[src/rtl/seven_seg_game_ctrl.sv]
// "Stop the digits" game controller: NUM_DIGITS digits share one free-running value,
// button presses freeze them in order. Optional segment decoder: SEVEN_SEG_GAME_DECODE_EN.
module seven_seg_game_ctrl #(
   parameter int NUM_DIGITS     = 6,
   parameter int DIGIT_MAX      = 9,
   parameter int TIMER_W        = 32,
   parameter int TIMER_DEFAULT  = 10000000,
   parameter int TIMER_DECREASE = 1000000,
   parameter int TIMER_MIN      = 1000000
) (
   input  logic                    iClk,
   input  logic                    iRst_n,
   input  logic                    iBtn,
   input  logic                    iClear,
   output logic [4*NUM_DIGITS-1:0] oDigits,
   output logic [NUM_DIGITS-1:0]   oHex_en,
   output logic                    oAllDisabled,
   output logic                    oMatch,
   output logic [3:0]              oLevel,
   output logic [1:0]              oState
`ifdef SEVEN_SEG_GAME_DECODE_EN
   ,
   output logic [7*NUM_DIGITS-1:0] oHex
`endif
);

   typedef enum logic [1:0] {
      ST_IDLE = 2'b00,
      ST_RUN  = 2'b01,
      ST_DONE = 2'b10
   } state_t;

   localparam logic [TIMER_W-1:0]    PERIOD_DEF = TIMER_W'(TIMER_DEFAULT);
   localparam logic [TIMER_W-1:0]    PERIOD_DEC = TIMER_W'(TIMER_DECREASE);
   localparam logic [TIMER_W-1:0]    PERIOD_MIN = TIMER_W'(TIMER_MIN);
   localparam logic [3:0]            VALUE_MAX  = 4'(DIGIT_MAX);
   localparam logic [NUM_DIGITS-1:0] ALL_ON     = '1;

   state_t                  state_reg;
   logic [TIMER_W-1:0]      timer_reg;
   logic [TIMER_W-1:0]      period_reg;
   logic [3:0]              value_reg;
   logic [3:0]              level_reg;
   logic [NUM_DIGITS-1:0]   hex_en_reg;
   logic [3:0]              cap_reg  [NUM_DIGITS];
   logic [3:0]              cap_next [NUM_DIGITS];
   logic                    all_dis_reg;
   logic                    match_reg;

   logic                    tick;
   logic                    btn_run;
   logic                    last_press;
   logic                    match_next;
   logic [NUM_DIGITS-1:0]   lowest_en;
   logic [TIMER_W:0]        floor_plus_dec;
   logic [TIMER_W-1:0]      period_dn;

   assign tick      = (timer_reg == period_reg - TIMER_W'(1));
   assign btn_run   = iBtn && !iClear && (state_reg == ST_RUN);
   // Isolate the lowest still-running digit; that is the one a press freezes.
   assign lowest_en  = hex_en_reg & (~hex_en_reg + NUM_DIGITS'(1));
   assign last_press = btn_run && (hex_en_reg == lowest_en);

   // Compare in TIMER_W+1 bits so the floor test can never wrap.
   assign floor_plus_dec = {1'b0, PERIOD_MIN} + {1'b0, PERIOD_DEC};
   assign period_dn      = ({1'b0, period_reg} >= floor_plus_dec) ? (period_reg - PERIOD_DEC)
                                                                 : PERIOD_MIN;

   always_comb begin
      match_next = 1'b1;
      for (int k = 0; k < NUM_DIGITS; k++) begin
         if (cap_next[k] != cap_next[0]) match_next = 1'b0;
      end
   end

   always_ff @(posedge iClk or negedge iRst_n) begin
      if (!iRst_n) begin
         state_reg   <= ST_IDLE;
         timer_reg   <= '0;
         value_reg   <= '0;
         period_reg  <= PERIOD_DEF;
         level_reg   <= '0;
         hex_en_reg  <= ALL_ON;
         all_dis_reg <= 1'b0;
         match_reg   <= 1'b0;
      end else if (iClear) begin
         state_reg   <= ST_IDLE;
         timer_reg   <= '0;
         value_reg   <= '0;
         period_reg  <= PERIOD_DEF;
         level_reg   <= '0;
         hex_en_reg  <= ALL_ON;
         all_dis_reg <= 1'b0;
         match_reg   <= 1'b0;
      end else begin
         case (state_reg)
            ST_IDLE: begin
               if (iBtn) state_reg <= ST_RUN;
            end
            ST_RUN: begin
               timer_reg <= tick ? '0 : timer_reg + TIMER_W'(1);
               if (tick) value_reg <= (value_reg == VALUE_MAX) ? 4'd0 : value_reg + 4'd1;
               if (iBtn) begin
                  hex_en_reg <= hex_en_reg & ~lowest_en;
                  if (last_press) begin
                     state_reg   <= ST_DONE;
                     all_dis_reg <= 1'b1;
                     match_reg   <= match_next;
                  end
               end
            end
            ST_DONE: begin
               // Speed changes only here, so a count is never cut short.
               if (iBtn) begin
                  period_reg  <= period_dn;
                  level_reg   <= (level_reg == 4'd15) ? 4'd15 : level_reg + 4'd1;
                  timer_reg   <= '0;
                  hex_en_reg  <= ALL_ON;
                  state_reg   <= ST_RUN;
                  all_dis_reg <= 1'b0;
                  match_reg   <= 1'b0;
               end
            end
            default: state_reg <= ST_IDLE;
         endcase
      end
   end

   genvar gi;
   generate
      for (gi = 0; gi < NUM_DIGITS; gi++) begin : g_digit
         assign cap_next[gi] = (btn_run && lowest_en[gi]) ? value_reg : cap_reg[gi];

         always_ff @(posedge iClk or negedge iRst_n) begin
            if (!iRst_n)     cap_reg[gi] <= '0;
            else if (iClear) cap_reg[gi] <= '0;
            else             cap_reg[gi] <= cap_next[gi];
         end

         assign oDigits[4*gi +: 4] = hex_en_reg[gi] ? value_reg : cap_reg[gi];
      end
   endgenerate

   assign oHex_en      = hex_en_reg;
   assign oAllDisabled = all_dis_reg;
   assign oMatch       = match_reg;
   assign oLevel       = level_reg;
   assign oState       = state_reg;

`ifdef SEVEN_SEG_GAME_DECODE_EN
   function automatic logic [6:0] seg7(input logic [3:0] d);
      logic [6:0] s;
      case (d)
         4'h0: s = 7'b1000000;
         4'h1: s = 7'b1111001;
         4'h2: s = 7'b0100100;
         4'h3: s = 7'b0110000;
         4'h4: s = 7'b0011001;
         4'h5: s = 7'b0010010;
         4'h6: s = 7'b0000010;
         4'h7: s = 7'b1111000;
         4'h8: s = 7'b0000000;
         4'h9: s = 7'b0010000;
         4'hA: s = 7'b0001000;
         4'hB: s = 7'b0000011;
         4'hC: s = 7'b1000110;
         4'hD: s = 7'b0100001;
         4'hE: s = 7'b0000110;
         default: s = 7'b0001110;
      endcase
      return s;
   endfunction

   generate
      for (gi = 0; gi < NUM_DIGITS; gi++) begin : g_decode
         always_ff @(posedge iClk or negedge iRst_n) begin
            if (!iRst_n) oHex[7*gi +: 7] <= 7'b1000000;
            else         oHex[7*gi +: 7] <= seg7(oDigits[4*gi +: 4]);
         end
      end
   endgenerate
`endif

endmodule
[config.mk]
export PLATFORM = sky130hd
export DESIGN_NAME = seven_seg_game_ctrl
export DESIGN_NICKNAME = d
export VERILOG_FILES = /design/src/rtl/seven_seg_game_ctrl.sv
export SDC_FILE = /design/constraint.sdc
export NUM_CORES = 1
export LEC_CHECK = 0
export ABC_AREA = 0
export CAP_MARGIN = 10
export CORE_MARGIN = 2
export CORE_UTILIZATION = 48
export DETAILED_ROUTE_END_ITERATION = 10
export PLACE_DENSITY = 0.67
export SYNTH_ARGS = -nofsm -noshare
export SYNTH_HDL_FRONTEND = slang
export SYNTH_SLANG_ARGS = --single-unit
[constraint.sdc]
create_clock -name iClk -period 4 [get_ports iClk]
set_clock_uncertainty 0.05 [all_clocks]
set_input_delay 0.8 -clock iClk [delete_from_list [all_inputs] [get_ports iClk]]
set_output_delay 0.8 -clock iClk [all_outputs]
set_load 0.05 [all_outputs]
==> flow_summary.yaml <==
outcome:
  status: "finished, final reports clean"
setup_path:
  worstReg2RegEnd: "timer_reg[2]"
  crit_buf_inv: 2
  cp-end-kind: "flip-flop"
  cp.arrival_ps: 3830
  r2r_start: "period_reg[6]"
  crit_type: "reg -> reg"
  rrSetupSlack_ps: 350
  r2r_cells: 11
  cp.required_ps: 4180
  path_cells: "inv_1 -> ha_1 -> nor3b_2 -> a21boi_0 -> or4_1 -> or4b_1 -> nor3_1 -> nand4bb_1 -> o21ai_2 -> buf_4 -> o211ai_1"
  worst_path_max_delay_cell: "or4_1"
  cp_top_family: "simple AND/OR/NAND/NOR gates"
  start_kind: "flip-flop"
  slowest_delay_ps: 550
  path_max_fanout: 16
timing:
  finalMaxSlewViolations: 0
  setup_tns_ps: 0
  max_slew.worst_pin.slew_ps: 1110
  period_share: 0.912
  rsz0062_at_grt: "false"
  setup-violations-final: 0
  relSlewSlack: 0.257
  hold_slack_ps: 491
  fin_crit_ps: 3650
  hold_viol_final: 0
  fmax_mhz: 274
job:
  max_cap_viol_count: 0
detailed_routing:
  ant_nets: 0
  vias: 6865
  drc: 0
  via_per_inst: 6.50
  finalWirelength_mm: 20.5
  drt_iter0_drc: 997
  wl_per_cell_um: 19.4
  firstDrtPassIters: 7
floorplan:
  dieArea_mm2: 0.0158
  die_w_um: 126
  core_area_mm2: 0.0145
  io_pins: 42
  start_util: 0.490
  die_h_um: 126
  num_rows: 44
clocking:
  cts-buffers-inserted: 9
  clock-sinks: 100
  clk_path_buf_depth: 2
  clkTransAtPathRegs_ps: 70
  htreeDepth: 3
  post_cts_buffers: 0
  cts_root_buf: "clkbuf_16"
  insertion_delay_ps: 360
  cts_tree: "built"
  cts_hold_buf: 0
power_and_ir_drop:
  powerDensity_mw_per_mm2: 263
  power.share.clock: 0.462
  power_frac_comb: 0.048
  netSwitchingFraction: 0.235
  p_int_mw: 1.60
  peakVddDrop_v: 0.000201
  power.leakage_nw: 3.18
  total_power_mw: 2.09
  power_switching_uw: 493
  seqPwrFrac: 0.490
cells_and_area:
  nNetsFinal: 878
  seq_area_mm2: 0.00252
  final_common_cell: "nand2_1"
  layout_common_cells: "nand2_1, dfrtp_1, nor2_1, o21ai_0, nand3_1"
  nFillCells: 1342
  areaGrowthSynthToFinish_pct: 12.1
  multi_input_area_mm2: 0.00424
  final_area_mm2: 0.00796
  antennaDiodeCount: 0
  final_cell_count_no_fill: 1056
  largest_reg_flops: 32
  drive_above_1_share: 0.112
synth:
  synth-seq-area-share: 0.355
  synth-main-ff-cell: "dfrtp_1"
  synth_fp_nets: 874
  ys_warn_count: 0
  synth_cells: 863
  synthArstFlopShare: 1.00
  synth_cell_types: 75
  synth.avg_cell_area_um2: 8.22
  syn-cell-area_mm2: 0.00710
  synth-seq-cells: 100
  synth-edff-count: 0
global_routing:
  grt_pass1_vias: 6441
  grt_usage: 0.258
  grt_max_degree: 81
  use_met1: 0.374
  grt-busiest-layer: "met2"
  gr-usage-met3: 0.0543
  grt_antenna_before_repair: 0
  grt_pass1_wl_mm: 33.4
  grt_overflow: 0
  met2_usage: 0.385
min_path:
  hold_depth: 2
  hold_class: "reg -> reg"
  min_from: "oAllDisabled"
  holdPathEnd: "oAllDisabled"
place:
  post-dp-hpwl_mm: 14.0
  port_buffers: 41
  dpl.cell_count: 1040
  post_dp_cell_area_mm2: 0.00761
  place_congestion: 0.942
-- cell usage after synthesis (3+ instances only) --
library cell / number / area, µm²
clkbuf_1: 57 / 214
mux2i_1: 14 / 140
buf_1: 3 / 11.3
o21ai_1: 7 / 35.0
a221o_1: 7 / 70.1
or3_1: 13 / 81.3
o211ai_1: 9 / 67.6
nor2b_1: 6 / 37.5
nor4_1: 12 / 75.1
inv_1: 17 / 63.8
o22ai_1: 4 / 25.0
buf_6: 4 / 45.0
or4_1: 3 / 22.5
dfrtp_1: 86 / 2150
nand2_1: 103 / 387
a41oi_1: 15 / 131
a221oi_1: 3 / 26.3
nor3_1: 28 / 140
nand3b_1: 5 / 37.5
a21o_1: 5 / 37.5
or2_2: 5 / 31.3
o41ai_1: 10 / 87.6
xor2_1: 16 / 140
nand4_1: 20 / 125
a21oi_1: 43 / 215
nand3_1: 51 / 255
a211oi_1: 6 / 45.0
o21ai_0: 55 / 275
mux2_2: 23 / 259
dfstp_2: 14 / 368
and3_1: 13 / 81.3
nor3b_1: 5 / 37.5
nor2_1: 75 / 282
and2_1: 3 / 18.8
buf_2: 7 / 35.0
nand2b_1: 6 / 37.5
a32o_1: 4 / 40.0
ha_1: 7 / 87.6
and4_1: 6 / 52.6
xnor2_1: 18 / 158
o31ai_1: 17 / 128
a31oi_1: 11 / 68.8
-- metal layers --
layer	vias to the layer above	part of all wire
met4	0	0.016
met2	270	0.46
li1	3206	-
met1	3355	0.46
met3	34	0.071
met5	-	0
-- final cells by class --
type / instances / share of cell area
clock buffer: 11 / 0.0305
multi-input combinational: 675 / 0.533
inverter: 17 / 0.00802
sequential: 100 / 0.317
timing repair buffer: 64 / 0.0730
tap: 184 / 0.0289
clock inverter: 5 / 0.00944
-- per-stage QoR --
stage                      util  setup slack (ps)
final                     0.549               354
after global routing      0.549              87.1
after CTS                 0.548               149
after detailed placement  0.526               183
after global placement    0.526               314
after floorplan               -               788
-- cell families (layout without fill, tap and decap cells) --
logic type,count (synthesis),in the layout,synth area share
simple gates,370,370,0.266
compound gates,225,225,0.213
flops,100,100,0.355
buf+inv,88,97,0.0520
mux,38,38,0.0578
xor+xnor,34,34,0.0420
fa+ha+maj,8,8,0.0137
-- worst reg2reg max path, stage by stage (launching register included) --
cell,delay [ps]
dfrtp_1,500
inv_1,130
ha_1,240
nor3b_2,380
a21boi_0,190
or4_1,550
or4b_1,540
nor3_1,240
nand4bb_1,180
o21ai_2,160
buf_4,230
o211ai_1,130
-- worst max path at each step --
stage	start	endpoint	slack [ps]	depth (start not counted)
final	period_reg[6]	timer_reg[2]	350	11
after global placement	period_reg[6]	timer_reg[21]	310	10
after global routing	period_reg[6]	timer_reg[8]	90	11
after floorplan	period_reg[6]	timer_reg[2]	790	12
after CTS	period_reg[6]	timer_reg[23]	150	10
after detailed placement	period_reg[6]	timer_reg[23]	180	10
-- what timing repair did --
action | 4_1_cts | 5_1_grt
setup endpoints to repair | 0 | 26
endpoints found under the hold margin | 0 | 0
gates resized for setup | 0 | 4
-- power by group through the flow --
stage / Combinational, mW / Sequential, mW / Clock, mW
6_report: 0.100 / 1.03 / 0.967
5_1_grt: 0.111 / 1.03 / 1.01
4_1_cts: 0.102 / 1.03 / 0.976
3_5_place_dp: 0.101 / 1.04 / 0
3_3_place_gp: 0.100 / 1.04 / 0
2_1_floorplan: 0.0461 / 1.05 / 0
No activity file was read; power rests on OpenSTA's default activity.
==> variant, RTL diff (same flow settings) <==
Add a define of `SEVEN_SEG_GAME_DECODE_EN`.
--- a/src/rtl/seven_seg_game_ctrl.sv
+++ b/src/rtl/seven_seg_game_ctrl.sv
@@ -2,2 +2,4 @@
 // button presses freeze them in order. Optional segment decoder: SEVEN_SEG_GAME_DECODE_EN.
+`define SEVEN_SEG_GAME_DECODE_EN
+
 module seven_seg_game_ctrl #(
Formal check against the unedited RTL (old outputs only; new: oHex): equivalent (equiv_simple and equiv_induct, registers matched by name and starting in step).
==> variant against the unedited design <==
Critical path depth unchanged. Cell area up 34%. Highest routed layer unchanged. Clock power up 75%. Wire length up 12%. Die area up 25%. Area after synthesis up 26%. Global-route usage down 2.0 points. Sequential cell count up 42. Power up 78%. Sequential share of layout area up 1.9 points. Setup slack worse by 20 ps.
==> variant: results (changes against the unedited design) <==
metric;value;unit;change
first-pass GRT wire length;38400;microns;+15%
routed wire length;22970;microns;+12%
worst-path fanout max;41;;+25
Synth cell types;74;;-1.3%
proportion of layout cells with a drive suffix above 1;9.149;%;-2.1 points
hpwl dp;15920;microns;+13%
vias in the first global route;7450;;+16%
synth top area cells;dfrtp_1, ha_1, dfstp_2, mux2i_1, nand2_1;;
sequential fraction of the synthesis area;39.89;%;+4.4 points
Final #Nets;1127;;+28%
worst-margin pin slew;746.6;ps;-367.2 ps
pin count of the biggest net entering global routing;74;;-8.6%
Slowest cell on crit path;dfrtp_1;;
clk_lat worst skew;420;ps;+60 ps
Tot GR Track Use;23.82;%;-2.0 points
Clock Tree Root;clkbuf_16;;
Port Buf Inserts;83;;+100%
worst hold path type;in -> async;;
GP Congestion;0.8843;;-6.1%
# fillers;1583;;+18%
H-tree depth;4;;+1
static leakage;4.771;nW;+50%
Crit path arrival time;3930;ps;+100 ps
most frequent cells after synthesis;dfrtp_1, nand2_1, nor2_1;;
status;completed;;
PostCTS Resize Cnt;0;;unchanged
number of iterations in the first detailed-routing pass;5;;-2
max reg flops;42;;+31%
Largest delay share family, worst path;simple AND/OR/NAND/NOR gates;;
Largest stage delay, worst path;470;ps;-80 ps
via count of the routed design;7907;;+15%
total CTS buffers;17;;+8
First DRT Iteration DRCs;521;;-48%
## variant: cell count changes in the layout (fill, tap and decap cells not counted), sizes merged, moves of 15 or more
| cell | before | now |
|---|---|---|
| mux2 | 24 | 4 |
| dfrtp | 86 | 122 |
| clkdlybuf4s50 | 40 | 82 |
| inv | 17 | 53 |
| nand4 | 20 | 42 |
| mux2i | 14 | 42 |
| o311ai | 2 | 17 |
| ha | 7 | 43 |
| o22ai | 4 | 19 |
## variant: logic make-up (layout without fill, tap and decap cells)
family | after synthesis | after routing | share of synthesized area (%)
and+or+nand+nor | 388 | 388 | 21.79
adders and majority gates | 44 | 44 | 6.109
AOI/OAI and AO/OA | 235 | 235 | 16.89
xor gates and xnor gates | 39 | 39 | 3.807
buffers and inverters | 117 | 194 | 5.077
DFF | 142 | 142 | 39.89
muxes | 51 | 51 | 6.443
## variant: layout make-up
class                           count  area, sq um  area share [%]
Clock buffer                       19        432.9           4.056
Clock inverter                     13        188.9           1.770
Inverter                           51        191.4           1.794
Multi-Input combinational cell    757         4940           46.28
Sequential cell                   142         3578           33.53
Tap cell                          229        286.5           2.685
Timing Repair Buffer              111         1055           9.883
## variant: final timing paths
kind                       slack [ps]  depth (start not counted)                    endpoint                  startpoint
max                               330                         11    timer_reg[1]$_DFFE_PN0P_   period_reg[6]$_DFFE_PN0P_
min                               340                          1          oHex[28]$_DFF_PN0_                      iRst_n
max reg2reg                       330                         11    timer_reg[1]$_DFFE_PN0P_   period_reg[6]$_DFFE_PN0P_
max in group asynchronous        2700                          2           oHex[6]$_DFF_PN1_                      iRst_n
min reg2reg                       500                          2  period_reg[10]$_DFFE_PN1P_  period_reg[10]$_DFFE_PN1P_
min in group iClk                 500                          2  period_reg[10]$_DFFE_PN1P_  period_reg[10]$_DFFE_PN1P_
## variant: routing by layer
layer	global-route usage (%)	share of wire, %	up-vias
li1	-	-	3826
met1	33.31	47	3822
met2	37.82	47	225
met3	4.212	4.4	34
met4	7.684	1.9	0
met5	0	0	-
## variant: where the power goes
group | internal [mW] | total, mW | switching [mW]
combinational | 0.159 | 0.518 | 0.359
sequential | 1.49 | 1.53 | 0.0338
clock | 1.05 | 1.69 | 0.642
## variant: stage by stage
stage	power, mW	worst slack, ps	area [sq um]	instances	util [%]
3_5_place_dp	2.073	384.7	10050	1290	55.38
2_1_floorplan	1.878	872.4	8971	1016	-
3_3_place_gp	2.071	390.0	10050	1290	55.38
5_1_grt	3.865	135.7	10670	1322	58.81
4_1_cts	3.762	384.9	10670	1322	58.81
6_report	3.734	333.7	10670	1322	58.81
